===== src/rtl/inv_sub_bytes_seq_if.sv =====
// ---------------------------------------------------------------------------
// inv_sub_bytes_seq_if
// Handshake bundle for the iterative inverse-SubBytes engine.
//   in_valid  : upstream presents in_state
//   in_ready  : engine can accept a new state
//   in_state  : 128-bit state, column 0 = [127:96], column 3 = [31:0]
//   out_valid : out_state holds a finished result
//   out_ready : downstream accepts out_state
//   out_state : inverse-substituted state
//   busy      : engine is transforming or holding a result
// slave modport is the engine side, master modport is the surrounding datapath.
// ---------------------------------------------------------------------------
interface inv_sub_bytes_seq_if;
   logic         in_valid;
   logic         in_ready;
   logic [127:0] in_state;
   logic         out_valid;
   logic         out_ready;
   logic [127:0] out_state;
   logic         busy;

   modport slave (
      input  in_valid, in_state, out_ready,
      output in_ready, out_valid, out_state, busy
   );

   modport master (
      output in_valid, in_state, out_ready,
      input  in_ready, out_valid, out_state, busy
   );
endinterface


===== src/rtl/inv_sub_bytes_seq.sv =====
// ---------------------------------------------------------------------------
// inv_sub_bytes_seq
// Iterative AES inverse SubBytes: one 32-bit column per clock through a
// single four-byte inverse S-box slice, columns in order 0,1,2,3.
//   clk  : rising-edge clock
//   rst  : synchronous active-high reset
//   bus  : inv_sub_bytes_seq_if.slave (valid/ready in and out, busy)
//
// state | meaning
// ------+---------------------------------------------------------------
// IDLE  | in_ready=1, waiting for in_valid; loads in_state on accept
// BUSY  | substituting column cnt each edge; cnt=3 write moves to DONE
// DONE  | out_valid=1, result held until out_ready
// ---------------------------------------------------------------------------
module inv_sub_bytes_seq (
   input  logic                 clk,
   input  logic                 rst,
   inv_sub_bytes_seq_if.slave   bus
);

   typedef enum logic [1:0] {
      S_IDLE = 2'd0,
      S_BUSY = 2'd1,
      S_DONE = 2'd2
   } fsm_t;

   fsm_t         r_fsm;
   fsm_t         w_fsm_nxt;
   logic [1:0]   r_cnt;
   logic [127:0] r_data;
   logic [31:0]  w_col;
   logic [31:0]  w_col_sub;
   logic         w_in_ready;
   logic         w_out_valid;
   logic         w_busy;

   // GF(2^8) multiply modulo x^8+x^4+x^3+x+1.
   function automatic logic [7:0] gf_mul(input logic [7:0] a, input logic [7:0] b);
      logic [7:0] p;
      logic [7:0] aa;
      p  = 8'h00;
      aa = a;
      for (int i = 0; i < 8; i++) begin
         if (b[i]) p = p ^ aa;
         aa = {aa[6:0], 1'b0} ^ (aa[7] ? 8'h1b : 8'h00);
      end
      return p;
   endfunction

   // Multiplicative inverse as a^254 (maps 0 to 0, as the S-box requires).
   function automatic logic [7:0] gf_inv(input logic [7:0] a);
      logic [7:0] r;
      r = 8'h01;
      for (int i = 7; i >= 0; i--) begin
         r = gf_mul(r, r);
         if (i != 0) r = gf_mul(r, a);
      end
      return r;
   endfunction

   // Inverse S-box: undo the affine map (constant folded in), then invert.
   function automatic logic [7:0] inv_sbox(input logic [7:0] b);
      logic [7:0] t;
      t = {b[6:0], b[7]} ^ {b[4:0], b[7:5]} ^ {b[1:0], b[7:2]} ^ 8'h05;
      return gf_inv(t);
   endfunction

   always_comb begin
      w_col = r_data[127:96];
      case (r_cnt)
         2'd0: w_col = r_data[127:96];
         2'd1: w_col = r_data[95:64];
         2'd2: w_col = r_data[63:32];
         2'd3: w_col = r_data[31:0];
         default: w_col = r_data[127:96];
      endcase
   end

   assign w_col_sub = {inv_sbox(w_col[31:24]), inv_sbox(w_col[23:16]),
                       inv_sbox(w_col[15:8]),  inv_sbox(w_col[7:0])};

   always_comb begin
      w_fsm_nxt   = r_fsm;
      w_in_ready  = 1'b0;
      w_out_valid = 1'b0;
      w_busy      = 1'b0;
      case (r_fsm)
         S_IDLE: begin
            w_in_ready = 1'b1;
            if (bus.in_valid) w_fsm_nxt = S_BUSY;
         end
         S_BUSY: begin
            w_busy = 1'b1;
            if (r_cnt == 2'd3) w_fsm_nxt = S_DONE;
         end
         S_DONE: begin
            w_busy      = 1'b1;
            w_out_valid = 1'b1;
            if (bus.out_ready) w_fsm_nxt = S_IDLE;
         end
         default: w_fsm_nxt = S_IDLE;
      endcase
   end

   always_ff @(posedge clk) begin
      if (rst) begin
         r_fsm  <= S_IDLE;
         r_cnt  <= 2'd0;
         r_data <= 128'h0;
      end else begin
         r_fsm <= w_fsm_nxt;
         if (r_fsm == S_IDLE && bus.in_valid) begin
            r_data <= bus.in_state;
            r_cnt  <= 2'd0;
         end else if (r_fsm == S_BUSY) begin
            case (r_cnt)
               2'd0: r_data[127:96] <= w_col_sub;
               2'd1: r_data[95:64]  <= w_col_sub;
               2'd2: r_data[63:32]  <= w_col_sub;
               2'd3: r_data[31:0]   <= w_col_sub;
               default: r_data[127:96] <= w_col_sub;
            endcase
            // Wraps to 0 on the final column write.
            r_cnt <= r_cnt + 2'd1;
         end
      end
   end

   assign bus.in_ready  = w_in_ready;
   assign bus.out_valid = w_out_valid;
   assign bus.busy      = w_busy;
   assign bus.out_state = r_data;

endmodule


===== src/flat_wrapper.sv =====
// flat-port wrapper written by rule: the top's interface ports become plain ports
module inv_sub_bytes_seq_flat 
  (clk, rst, bus_in_valid, bus_in_state, bus_out_ready, bus_in_ready, bus_out_valid, bus_out_state, bus_busy);
  inv_sub_bytes_seq_if bus_i ();
  input  logic clk;
  input  logic rst;
  input wire logic [$bits(bus_i.in_valid)-1:0] bus_in_valid;
  input wire logic [$bits(bus_i.in_state)-1:0] bus_in_state;
  input wire logic [$bits(bus_i.out_ready)-1:0] bus_out_ready;
  output wire logic [$bits(bus_i.in_ready)-1:0] bus_in_ready;
  output wire logic [$bits(bus_i.out_valid)-1:0] bus_out_valid;
  output wire logic [$bits(bus_i.out_state)-1:0] bus_out_state;
  output wire logic [$bits(bus_i.busy)-1:0] bus_busy;
  assign bus_i.in_valid = bus_in_valid;
  assign bus_i.in_state = bus_in_state;
  assign bus_i.out_ready = bus_out_ready;
  assign bus_in_ready = bus_i.in_ready;
  assign bus_out_valid = bus_i.out_valid;
  assign bus_out_state = bus_i.out_state;
  assign bus_busy = bus_i.busy;
  inv_sub_bytes_seq u_core (.clk(clk), .rst(rst), .bus(bus_i));
endmodule

===== config.mk =====
export PLATFORM = sky130hd
export DESIGN_NAME = inv_sub_bytes_seq_flat
export DESIGN_NICKNAME = d
export VERILOG_FILES = /design/src/rtl/inv_sub_bytes_seq_if.sv /design/src/rtl/inv_sub_bytes_seq.sv /design/src/flat_wrapper.sv
export SDC_FILE = /design/constraint.sdc
export NUM_CORES = 2
export LEC_CHECK = 0
export ABC_CLOCK_PERIOD_IN_PS = 27700
export BUFFER_PORTS_ARGS = -buffer_cell sky130_fd_sc_hd__buf_2
export CAP_MARGIN = 10
export CORE_MARGIN = 5
export CORE_UTILIZATION = 40
export CTS_CLUSTER_DIAMETER = 50
export DETAILED_ROUTE_END_ITERATION = 10
export MAX_ROUTING_LAYER = met4
export PLACE_DENSITY = 0.66
export SYNTH_ARGS = -nofsm -noshare
export SYNTH_HDL_FRONTEND = slang
export SYNTH_SLANG_ARGS = --single-unit

===== constraint.sdc =====
create_clock -name clk -period 27.7 [get_ports clk]
set_input_delay 8.31 -clock clk [delete_from_list [all_inputs] [get_ports clk]]
set_output_delay 8.31 -clock clk [all_outputs]
set_load 0.01 [all_outputs]

==> out/results.md <==
| Stage | Parameter | This run |
|:---|:---|:---|
| sta | Final hold violations | 0 |
| sta | Final setup TNS | 0 ns |
| hold path | Origin of the worst min-delay path | u_core.r_fsm[1]$_SDFFE_PP0P_ |
| detailed routing | Number of vias in the routed layout | 62.4k |
| detailed routing | Iteration count of the initial detailed-routing pass | 10 |
| detailed routing | Remaining design rule violation count | 0 |
| logic synthesis | Synthesized-area fraction occupied by adder cells | 0.725% |
| worst setup path | Worst flop-to-flop path startpoint | u_core.r_cnt[0]$_SDFFE_PP0P_ |
| placement | Global placer's final weighted congestion | 0.993 |
| global routing | Global-route total usage across every layer | 26.3% |
| logic synthesis | Post-synthesis share of cell area spent on and, or, nand and nor gates | 18.7% |
| global routing | Maximum number of pins on one net before global-route repair | 93 |
| sta | Fraction of the cycle the final worst path needs | 95.5% |
| detailed routing | Wirelength, routed | 233 mm |
| worst setup path | Worst R2R End | u_core.bus.out_state[85]$_SDFFE_PP0P_ |
| sta | Finish-stage setup viols | 0 |
| logic synthesis | Syn Inst Count | 8,393 |
| cts | Clock-pin slew reported for the worst setup and hold paths after clock tree synthesis | 0.07 ns |
| worst setup path | Top cell by count, worst path | sky130_fd_sc_hd__xnor2_1 |
| detailed routing | DRC violation total after the first TritonRoute iteration | 6,406 |
| cts | Root buf cell | sky130_fd_sc_hd__clkbuf_16 |
| worst setup path | Critical-path maximum fanout | 25 |
| cts | CTS tree | done |
| worst setup path | Flop2flop setup slack | 1.26 ns |
| finish | Count of non-filler cells in the finished layout | 10.5k |
| floorplan | Num ports | 263 |
| finish | # nets final | 8,427 |
| logic synthesis | Number of warnings printed during yosys synthesis | 0 |
| hold path | Path category of the worst min-delay check | flip-flop to flip-flop |
| detailed routing | Final ANT Viol Nets | 0 |
| global routing | First-pass GRT wire length | 357 mm |
| placement | Post-DP HPWL | 168 mm |
| logic synthesis | Number of enable flip-flop cells after synthesis | 0 |
| cts | Number of buffers added to fix hold violations after cts | 0 |
| worst setup path | CP arrival | 26.82 ns |
| sta | Peak Freq | 37.8 MHz |
| detailed routing | Final routed wire length divided by cell count | 22.3 µm |
| finish | Area Growth Syn to Fin | 5.71% |
| cts | Total clock buffers created by CTS | 17 |
| logic synthesis | Average size of a mapped cell | 7.81 µm² |
| floorplan | Initial Util | 40.3% |
| floorplan | Core Box Area | 163,000 µm² |
| logic synthesis | Post-synthesis sequential element count | 132 |
| floorplan | Die X | 415 µm |
| outcome | Result of the run | finished, final reports clean |
| floorplan | Placement Rows | 148 |
| finish | Fraction of final layout cells with drive strength greater than 1 | 12.5% |
| cts | Clock insertion delay at the later pin of the skew report | 0.48 ns |
| cts | Maximum buffer depth of the clock tree | 2 |
| floorplan | Floorplan die height | 415 µm |
| worst setup path | Start-to-end type of the worst setup path | flip-flop to flip-flop |
| sta | Max-slew violation count | 0 |
| sta | Hold slack | 0.552 ns |
| sta | Headroom to the max-slew limit | 13.1% |
| sta | Max Clock Skew | 0.0167 ns |
| worst setup path | Crit end category | flip-flop |
| logic synthesis | Fraction of registers with async set or reset after synthesis | 0% |
| global routing | Antenna violations before repair | 12 |
| logic synthesis | Post-Synthesis Net Count | 8,559 |
| worst setup path | Kind of start point of the critical path | flip-flop |
| global routing | Via count of the first global-routing pass | 59.6k |
| logic synthesis | Dominant combinational cell family by area after synthesis | XOR/XNOR gates |
| logic synthesis | Most frequently used flop master after synthesis | sky130_fd_sc_hd__dfxtp_1 |
| cts | Count of H-tree levels built during CTS | 4 |
| logic synthesis | Yosys cell types | 135 |
| hold path | Destination of the worst hold path | u_core.r_fsm[1]$_SDFFE_PP0P_ |
| placement | Placed insts | 10.4k |
| cts | Clk sink count | 132 |
| worst setup path | Required time at the worst-slack endpoint | 28.08 ns |
| sta | Least-Margin Pin Slew | 1.30 ns |
| logic synthesis | Share of cell area taken by muxes after synthesis | 6.34% |
| global routing | Sum of overflow across all layers after global routing | 0 |
| logic synthesis | Portion of the post-synthesis area used by sequential elements | 4.03% |
| finish | Leading cell types in the layout, fill and taps excluded | 1,326 x sky130_fd_sc_hd__xnor2_1, 1,088 x sky130_fd_sc_hd__nor2_1, 962 x sky130_fd_sc_hd__nand2_1 |
| job | Max-cap violation count | 0 |
| sta | Post-layout minimum cycle time | 26.44 ns |
| placement | IO Port Bufs | 262 |
| worst setup path | Master of the slowest instance on the critical path | sky130_fd_sc_hd__xnor3_1 |
| logic synthesis | Post-Synthesis Cell Area | 65,600 µm² |
| finish | Most frequent standard cell in the layout excluding fill and tap cells | sky130_fd_sc_hd__xnor2_1 |
| hold path | Instance count along the most critical hold path | 2 |
| logic synthesis | Area fraction in compound gates after synthesis | 18.0% |
| logic synthesis | Fraction of synthesized cell area in xor and xnor cells | 47.0% |
| worst setup path | Cell depth of the worst flop-to-flop path | 87 |
| floorplan | Overall die area | 172,000 µm² |
| worst setup path | Delay of the slowest critical-path stage | 0.75 ns |
| detailed routing | Drt via density | 5.96 |
-- layer usage --
metal | up-vias | part of all wire, % | global-route usage, %
met1 | 29900 | 39 | 31.4
met2 | 2902 | 46 | 42.2
li1 | 28900 | - | -
met3 | 689 | 7.2 | 2.76
met5 | - | 0 | -
met4 | 0 | 7.5 | 17.0
-- critical path: cells and delay by family, from the launching register on --
kind / cells / cell delay, ns
and+or+nand+nor: 13 / 2.54
muxes: 3 / 0.62
buffers and inverters: 15 / 2.78
AOI/OAI and AO/OA: 13 / 3.26
adders and majority gates: 9 / 3.64
xor gates and xnor gates: 34 / 13.00
DFF: 1 / 0.41
-- stage by stage --
step	cell area (µm²)	worst slack [ns]	util [%]
2_1_floorplan	65600	2.05	-
3_3_place_gp	68500	1.00	42.1
3_5_place_dp	68500	0.716	42.1
4_1_cts	69100	0.666	42.4
5_1_grt	69300	-0.0402	42.6
6_report	69300	1.26	42.6
-- logic make-up after synthesis --
logic type	Yosys count
buf+inv	739
compound gates	1737
xor+xnor	2543
fa+ha+maj	39
mux	402
simple gates	2801
flops	132
-- flip-flops by register name (all words and copies together) (netlist names) --
name	count
u_core.r_fsm	2
u_core.bus.out_state	128
u_core.r_cnt	2
-- how the worst max path moves through the flow --
stage                                                   to  slack [ns]                    startpoint  cells after the start
floorplan           u_core.bus.out_state[101]$_SDFFE_PP0P_        2.05  u_core.r_cnt[0]$_SDFFE_PP0P_                    100
global placement     u_core.bus.out_state[26]$_SDFFE_PP0P_        1.00  u_core.r_cnt[0]$_SDFFE_PP0P_                     76
detailed placement   u_core.bus.out_state[26]$_SDFFE_PP0P_        0.72  u_core.r_cnt[0]$_SDFFE_PP0P_                     78
CTS                  u_core.bus.out_state[26]$_SDFFE_PP0P_        0.67  u_core.r_cnt[0]$_SDFFE_PP0P_                     76
global route         u_core.bus.out_state[26]$_SDFFE_PP0P_       -0.04  u_core.r_cnt[0]$_SDFFE_PP0P_                     77
finish               u_core.bus.out_state[85]$_SDFFE_PP0P_        1.26  u_core.r_cnt[0]$_SDFFE_PP0P_                     87
-- synth_stat cells, drive strengths merged, types with 90 or more instances --
cell    count  share of area, %
a22oi      90               1.1
nor2     1104               6.4
buf       321               2.8
a211oi    115               1.4
inv        97              0.56
xnor2    1514                23
xor2      559               8.1
o22ai     119               1.2
a21oi     456               3.5
nand2     965               5.5
clkbuf    307               1.8
xnor3     402                14
nand3     150               1.1
nor3      179               1.4
dfxtp     132               4.0
o21ai     373               2.8
mux2i     326               5.0
-- repair_timing --
| item | in CTS | in global routing |
|---|---|---|
| setup buffers | 0 | 8 |
| resized for setup | 0 | 12 |
| setup endpoints to repair | 0 | 96 |
| hold endpoints to repair | 0 | 0 |
-- final cells by class --
type	instances	area, µm²
repair buffers	481	2960
flip-flops and latches	132	2640
well taps	2175	2720
diodes	19	47.5
multi-input cells	7522	60000
inverters	107	408
clock buffers	18	439
clock inverters	13	124
fillers	16300	93500
Power is not shown: default switching activity piles up to over one toggle a cycle in this logic, so the estimate is an artifact.
